File: config.mk
export PLATFORM = sky130hd
export DESIGN_NAME = mips_irq_ctl_flat
export DESIGN_NICKNAME = d
export VERILOG_FILES = /design/src/rtl/mips_irq_ctl_pkg.sv /design/src/rtl/mips_irq_ctl_if.sv /design/src/rtl/mips_irq_ctl_src_sync.sv /design/src/rtl/mips_irq_ctl.sv /design/src/flat_wrapper.sv
export SDC_FILE = /design/constraint.sdc
export NUM_CORES = 1
export LEC_CHECK = 0
export ABC_AREA = 0
export BUFFER_PORTS_ARGS = -buffer_cell sky130_fd_sc_hd__buf_2
export CORE_MARGIN = 2
export CORE_UTILIZATION = 45
export DETAILED_ROUTE_END_ITERATION = 16
export PLACE_DENSITY = 0.75
export SKIP_CTS_REPAIR_TIMING = 1
export SLEW_MARGIN = 20
export SYNTH_ARGS = -nofsm -noshare
export SYNTH_HDL_FRONTEND = slang
export SYNTH_SLANG_ARGS = --single-unit
export TNS_END_PERCENT = 20
File: constraint.sdc
create_clock -name clk -period 2.9 [get_ports clk]
set_clock_uncertainty 0.1 [all_clocks]
set_input_delay 0 -clock clk [delete_from_list [all_inputs] [get_ports clk]]
set_output_delay 0 -clock clk [all_outputs]
set_load 0.05 [all_outputs]
File: src/rtl/mips_irq_ctl_pkg.sv
// rtl/mips_irq_ctl_pkg.sv - register indices, state encodings and STATUS field positions
package mips_irq_ctl_pkg;

    localparam logic [3:0] REG_CTRL    = 4'd0;
    localparam logic [3:0] REG_ENABLE  = 4'd1;
    localparam logic [3:0] REG_PENDING = 4'd2;
    localparam logic [3:0] REG_STATUS  = 4'd3;
    localparam logic [3:0] REG_EOI     = 4'd4;
    localparam logic [3:0] REG_VEC0    = 4'd8;

    localparam int STATUS_STATE_LSB = 8;
    localparam int STATUS_ID_LSB    = 0;

    typedef enum logic [1:0] {
        IRQ_IDLE = 2'd0,
        IRQ_REQ  = 2'd1,
        IRQ_SVC  = 2'd2
    } irq_state_t;

endpackage

File: src/rtl/mips_irq_ctl_if.sv
// rtl/mips_irq_ctl_if.sv - register bus and CPU interrupt handshake bundle
// Register side: reg_wr/reg_rd one-cycle strobes, reg_sel index, din write data,
// dout registered read data. CPU side: irq_req_o/irq_addr_o request + vector,
// irq_ack_i acknowledge pulse, irq_busy_o high while a source is in service.
interface mips_irq_ctl_if;
    logic        reg_wr;
    logic        reg_rd;
    logic [3:0]  reg_sel;
    logic [31:0] din;
    logic [31:0] dout;
    logic        irq_req_o;
    logic [31:0] irq_addr_o;
    logic        irq_ack_i;
    logic        irq_busy_o;

    modport master (
        output reg_wr, reg_rd, reg_sel, din, irq_ack_i,
        input  dout, irq_req_o, irq_addr_o, irq_busy_o
    );

    modport slave (
        input  reg_wr, reg_rd, reg_sel, din, irq_ack_i,
        output dout, irq_req_o, irq_addr_o, irq_busy_o
    );
endinterface

File: src/rtl/mips_irq_ctl_src_sync.sv
// rtl/mips_irq_ctl_src_sync.sv - 2-FF synchroniser plus registered rising-edge detector
// Ports: clk, rst (async active-low), src raw level, pulse one-cycle edge pulse
// three cycles after the src rise.
module irq_src_sync (
    input  logic clk,
    input  logic rst,
    input  logic src,
    output logic pulse
);
    logic s1, s2, s3;

    always_ff @(posedge clk or negedge rst) begin
        if (!rst) begin
            s1    <= 1'b0;
            s2    <= 1'b0;
            s3    <= 1'b0;
            pulse <= 1'b0;
        end else begin
            s1    <= src;
            s2    <= s1;
            s3    <= s2;
            // registered so the pulse leaves on a clean flop output
            pulse <= s2 & ~s3;
        end
    end
endmodule

File: src/rtl/mips_irq_ctl.sv
// rtl/mips_irq_ctl.sv - vectored interrupt controller with req/ack/EOI handshake
// Ports: clk, rst (async active-low), src_i[NSRC] raw interrupt lines,
// bus (slave modport) carrying the register strobes and CPU handshake.
module mips_irq_ctl
    import mips_irq_ctl_pkg::*;
#(
    parameter int          NSRC    = 3,
    parameter logic [31:0] VEC_RST = 32'h0000_0000
) (
    input  logic              clk,
    input  logic              rst,
    input  logic [NSRC-1:0]   src_i,
    mips_irq_ctl_if.slave     bus
);
    irq_state_t        state_q, state_d;
    logic              gen_q;
    logic [NSRC-1:0]   en_q, pend_q;
    logic [31:0]       vec_q [NSRC];
    logic [2:0]        id_q;
    logic [31:0]       addr_q;
    logic [NSRC-1:0]   src_edge, elig, id_mask, clr;
    logic [2:0]        sel_id;
    logic [31:0]       sel_vec, rd_data;
    logic              id_elig, ack_take, eoi_wr, w1c_wr;

    function automatic logic [2:0] prio_enc(input logic [NSRC-1:0] v);
        prio_enc = '0;
        for (int i = NSRC - 1; i >= 0; i--) begin
            if (v[i]) prio_enc = 3'(i);
        end
    endfunction

    for (genvar g = 0; g < NSRC; g++) begin : g_sync
        irq_src_sync u_sync (
            .clk   (clk),
            .rst   (rst),
            .src   (src_i[g]),
            .pulse (src_edge[g])
        );
    end

    assign elig     = gen_q ? (pend_q & en_q) : '0;
    assign sel_id   = prio_enc(elig);
    assign eoi_wr   = bus.reg_wr && (bus.reg_sel == REG_EOI);
    assign w1c_wr   = bus.reg_wr && (bus.reg_sel == REG_PENDING);
    assign id_elig  = |(elig & id_mask);
    // a cancel in the same cycle as ack wins: the source is no longer eligible
    assign ack_take = (state_q == IRQ_REQ) && bus.irq_ack_i && id_elig;
    assign clr      = (w1c_wr ? bus.din[NSRC-1:0] : '0) | (ack_take ? id_mask : '0);

    always_comb begin
        id_mask = '0;
        sel_vec = '0;
        for (int i = 0; i < NSRC; i++) begin
            id_mask[i] = (id_q == 3'(i));
            if (sel_id == 3'(i)) sel_vec = vec_q[i];
        end
    end

    always_comb begin
        state_d = state_q;
        case (state_q)
            IRQ_IDLE: if (|elig) state_d = IRQ_REQ;
            IRQ_REQ: begin
                if (!id_elig)     state_d = IRQ_IDLE;
                else if (ack_take) state_d = IRQ_SVC;
            end
            IRQ_SVC:  if (eoi_wr) state_d = IRQ_IDLE;
            default:  state_d = IRQ_IDLE;
        endcase
    end

    always_comb begin
        rd_data = '0;
        case (bus.reg_sel)
            REG_CTRL:    rd_data[0] = gen_q;
            REG_ENABLE:  rd_data[NSRC-1:0] = en_q;
            REG_PENDING: rd_data[NSRC-1:0] = pend_q;
            REG_STATUS: begin
                rd_data[STATUS_STATE_LSB +: 2] = state_q;
                rd_data[STATUS_ID_LSB +: 3]    = id_q;
            end
            default: begin
                for (int i = 0; i < NSRC; i++) begin
                    if (bus.reg_sel == REG_VEC0 + 4'(i)) rd_data = vec_q[i];
                end
            end
        endcase
    end

    always_ff @(posedge clk or negedge rst) begin
        if (!rst) begin
            state_q  <= IRQ_IDLE;
            gen_q    <= 1'b0;
            en_q     <= '0;
            pend_q   <= '0;
            id_q     <= '0;
            addr_q   <= '0;
            bus.dout <= '0;
        end else begin
            state_q <= state_d;
            // id and vector freeze here until the next IDLE arbitration
            if (state_q == IRQ_IDLE && |elig) begin
                id_q   <= sel_id;
                addr_q <= sel_vec;
            end
            // set after clear: a new edge is never lost to a simultaneous clear
            pend_q <= (pend_q & ~clr) | src_edge;
            if (bus.reg_wr && bus.reg_sel == REG_CTRL)   gen_q <= bus.din[0];
            if (bus.reg_wr && bus.reg_sel == REG_ENABLE) en_q  <= bus.din[NSRC-1:0];
            bus.dout <= bus.reg_rd ? rd_data : '0;
        end
    end

    always_ff @(posedge clk or negedge rst) begin
        if (!rst) begin
            for (int i = 0; i < NSRC; i++) vec_q[i] <= VEC_RST;
        end else begin
            for (int i = 0; i < NSRC; i++) begin
                if (bus.reg_wr && bus.reg_sel == REG_VEC0 + 4'(i)) vec_q[i] <= bus.din;
            end
        end
    end

    assign bus.irq_req_o  = (state_q == IRQ_REQ);
    assign bus.irq_busy_o = (state_q == IRQ_SVC);
    assign bus.irq_addr_o = addr_q;
endmodule

File: src/flat_wrapper.sv
// flat-port wrapper written by rule: the top's interface ports become plain ports
module mips_irq_ctl_flat import mips_irq_ctl_pkg::*;
#(
    parameter int          NSRC    = 3,
    parameter logic [31:0] VEC_RST = 32'h0000_0000
)
  (clk, rst, src_i, bus_reg_wr, bus_reg_rd, bus_reg_sel, bus_din, bus_irq_ack_i, bus_dout, bus_irq_req_o, bus_irq_addr_o, bus_irq_busy_o);
  mips_irq_ctl_if bus_i ();
  input  logic clk;
  input  logic rst;
  input  logic [NSRC-1:0] src_i;
  input wire logic [$bits(bus_i.reg_wr)-1:0] bus_reg_wr;
  input wire logic [$bits(bus_i.reg_rd)-1:0] bus_reg_rd;
  input wire logic [$bits(bus_i.reg_sel)-1:0] bus_reg_sel;
  input wire logic [$bits(bus_i.din)-1:0] bus_din;
  input wire logic [$bits(bus_i.irq_ack_i)-1:0] bus_irq_ack_i;
  output wire logic [$bits(bus_i.dout)-1:0] bus_dout;
  output wire logic [$bits(bus_i.irq_req_o)-1:0] bus_irq_req_o;
  output wire logic [$bits(bus_i.irq_addr_o)-1:0] bus_irq_addr_o;
  output wire logic [$bits(bus_i.irq_busy_o)-1:0] bus_irq_busy_o;
  assign bus_i.reg_wr = bus_reg_wr;
  assign bus_i.reg_rd = bus_reg_rd;
  assign bus_i.reg_sel = bus_reg_sel;
  assign bus_i.din = bus_din;
  assign bus_i.irq_ack_i = bus_irq_ack_i;
  assign bus_dout = bus_i.dout;
  assign bus_irq_req_o = bus_i.irq_req_o;
  assign bus_irq_addr_o = bus_i.irq_addr_o;
  assign bus_irq_busy_o = bus_i.irq_busy_o;
  mips_irq_ctl #(.NSRC(NSRC), .VEC_RST(VEC_RST)) u_core (.clk(clk), .rst(rst), .src_i(src_i), .bus(bus_i));
endmodule
==> results.md <==
* Status: finished with violations
* Violated checks: hold timing
* Synth warn at 0
* Ranking of synthesized cells by area: dfrtp_1 59%, mux2_2 12%, o21ai_0 3.9%
* FF+latch area at roughly 4600 sq um
* Clock Latency Late Sink at 0.43 ns
* Antenna Nets Post-Route at 0
* Routability cong. at 0.843
* CTS Root Cell: clkbuf_16
* Clock-pin slew on the worst setup and hold paths at 0.07 ns
* Global-route wire length before repair at 30,700 um
* Core outline area at 17,100 sq um
* CTS tree: yes
* Final setup TNS at 0 ns
* Fin. Hold Viols at 2
* Layout cell share with drive strength beyond 1 at 0.328
* Crit Path Class: in -> reg
* Hpwl dp at 11,900 um
* Synth cell count leaders: 183 x dfrtp_1, 86 x mux2_2, 61 x o21ai_0
* Max rail drop VDD at 0.000613 V
* P per Cell Area at 873 nW/um^2
* Initial DRC count at 621
* Final WS setup at 0.666 ns
* CTS Buf Count at 17
* WHS at -0.0152 ns
* # diodes at 0
* Largest net degree at the start of global routing at 75
* Leak at 4.49 nW
* Drt first pass iters at 7
* Flops & latches, synth at approximately 180
* # fillers at 1,470
* RSZ-0062 raised after global routing: false
* Syn nets at 670
* Max-slew violations at 0
* Library cells used by synthesis at 41
* Number of global-route vias before repair at ~5.6k
* Final worst path period need at 2.23 ns
* Initial core utilization at 0.457
* Worst Hold Class: in -> reg
* # IOs at 110
* Setup violators final at 0
* Clock Sinks at 183
* GRT Overall Usage at 0.220
* Die height at 136 um
* Dpl ws at 0.816 ns
* Vias at 5,820
* Slew margin rel. at 0.350
* Final WL at 19,500 um
* CP endpoint kind: flip-flop
* Die width at ~140 um
* Cell row count at 48
* Grt ovf at 0
* Sequential area share after synthesis at 0.586
* Drt wl/cell at ~19 um
* Top_reg_cell synth: dfrtp_1
* Crit Path Max Fanout at 30
* Mean Syn Cell Area at approximately 12 sq um
* Cells after Synth at 626
* Crit share post-route at 0.770
* Crit path DAT at 2.45 ns
* Full die area at 18,400 sq um
* Area Overhead vs Synth at 22.2%
* Ys async rst share at 1.00
* Synth area leader: dfrtp_1
* Count leader, synth: dfrtp_1
* Max Cap Viol at 0
* Top cell type's share of synthesized area at 0.586
* Net count, final at 810
* Residual DRC at 0
* Multi-input combinational cell area at 2970 sq um
* Mapped cell area at between 7000 and 8000 sq um
* Htree depth at 4
* Post-synth EDFFs at 0
* IO buf count at 109
* Tightest Pin Transition at 0.971 ns
* Required time of the worst setup path at 3.12 ns
* Setup crit start kind: input port
* Clock buffer depth at 2
* Vias/cell at 5.81
* Initial antenna violation count at 0
* Peak Freq at 0.448 GHz
worst max-delay path, cell delays in order:
cell,delay [ns]
dlygate4sd3_1,0.53
buf_2,0.17
and4bb_2,0.32
buf_4,0.40
nand2b_1,0.10
a31oi_1,0.29
nor3b_1,0.08
dlygate4sd3_1,0.56
path summary, 6_finish.rpt:
check | startpoint | slack [ns] | cells past startpoint | end
max in group asynchronous | rst | 1.68 | 3 | u_core.bus.irq_addr_o[6]
max | bus_reg_sel[2] | 0.67 | 8 | u_core.bus.dout[0]
max reg2reg | u_core.gen_q | 0.68 | 5 | u_core.bus.dout[0]
min | bus_reg_sel[3] | -0.02 | 5 | u_core.state_q[1]
min in group asynchronous | rst | 0.06 | 2 | u_core.vec_q[93]
min reg2reg | u_core.g_sync[2].u_sync.s1 | 0.25 | 0 | u_core.g_sync[2].u_sync.s2
metrics by stage:
stage	util	hold slack (ns)	power, mW	instance area, sq um	cells
2_1_floorplan	-	-0.396	5.20	7820	626
3_3_place_gp	0.500	-0.0364	5.87	8550	932
3_5_place_dp	0.500	-0.0354	5.94	8550	932
4_1_cts	0.535	-0.495	8.33	9150	962
5_1_grt	0.558	0.0284	8.74	9550	1002
6_report	0.558	-0.0152	8.34	9550	1002
layer usage:
metal / up-vias / global-route usage / routed length (um)
met5: - / 0 / 0
met4: 0 / 0.0770 / 330
met3: 25 / 0.0554 / 1570
met2: 267 / 0.349 / 9320
met1: 2920 / 0.295 / 8300
li1: 2608 / - / -
final cells by class:
cell class                      instances  area share
Clock buffer                           21      0.0472
Sequential cell                       183       0.479
Timing Repair Buffer                  169       0.117
Inverter                                1    0.000393
Tap cell                              225      0.0295
Multi-Input combinational cell        394       0.311
Clock inverter                          9      0.0158
power by group:
part	internal [mW]	total, mW	switching (mW)	leakage, nW
sequential	3.13	3.55	0.423	2.30
combinational	0.784	2.40	1.61	1.90
clock	1.45	2.39	0.936	0.293
state kept, by name, indices dropped and copies added, names as in the netlist:
signal                      flops
u_core.g_sync.u_sync.s1         3
u_core.vec_q                   96
u_core.g_sync.u_sync.s2         3
u_core.state_q                  2
u_core.g_sync.u_sync.s3         3
u_core.pend_q                   3
u_core.gen_q                    1
u_core.id_q                     2
u_core.en_q                     3
u_core.bus.irq_addr_o          32
u_core.g_sync.u_sync.pulse      3
u_core.bus.dout                32
cells in the final DEF, fill, tap and decap left out, types with 30 or more instances in the layout:
master and count:
nor2_1 32, dlygate4sd3_1 40, a211oi_1 32, nand2_1 38
dfrtp_1 183, buf_2 108, mux2_2 86, a222oi_1 30
o21ai_0 61, and3_1 35
kinds of logic after synthesis:
group | count (synthesis) | share of synthesized area
buffers and inverters | 49 | 0.0378
AND/OR/NAND/NOR | 139 | 0.0917
multiplexers | 102 | 0.148
flip-flops | 183 | 0.586
AO/OA/AOI/OAI | 153 | 0.136
(Power assumes the default switching activity.)
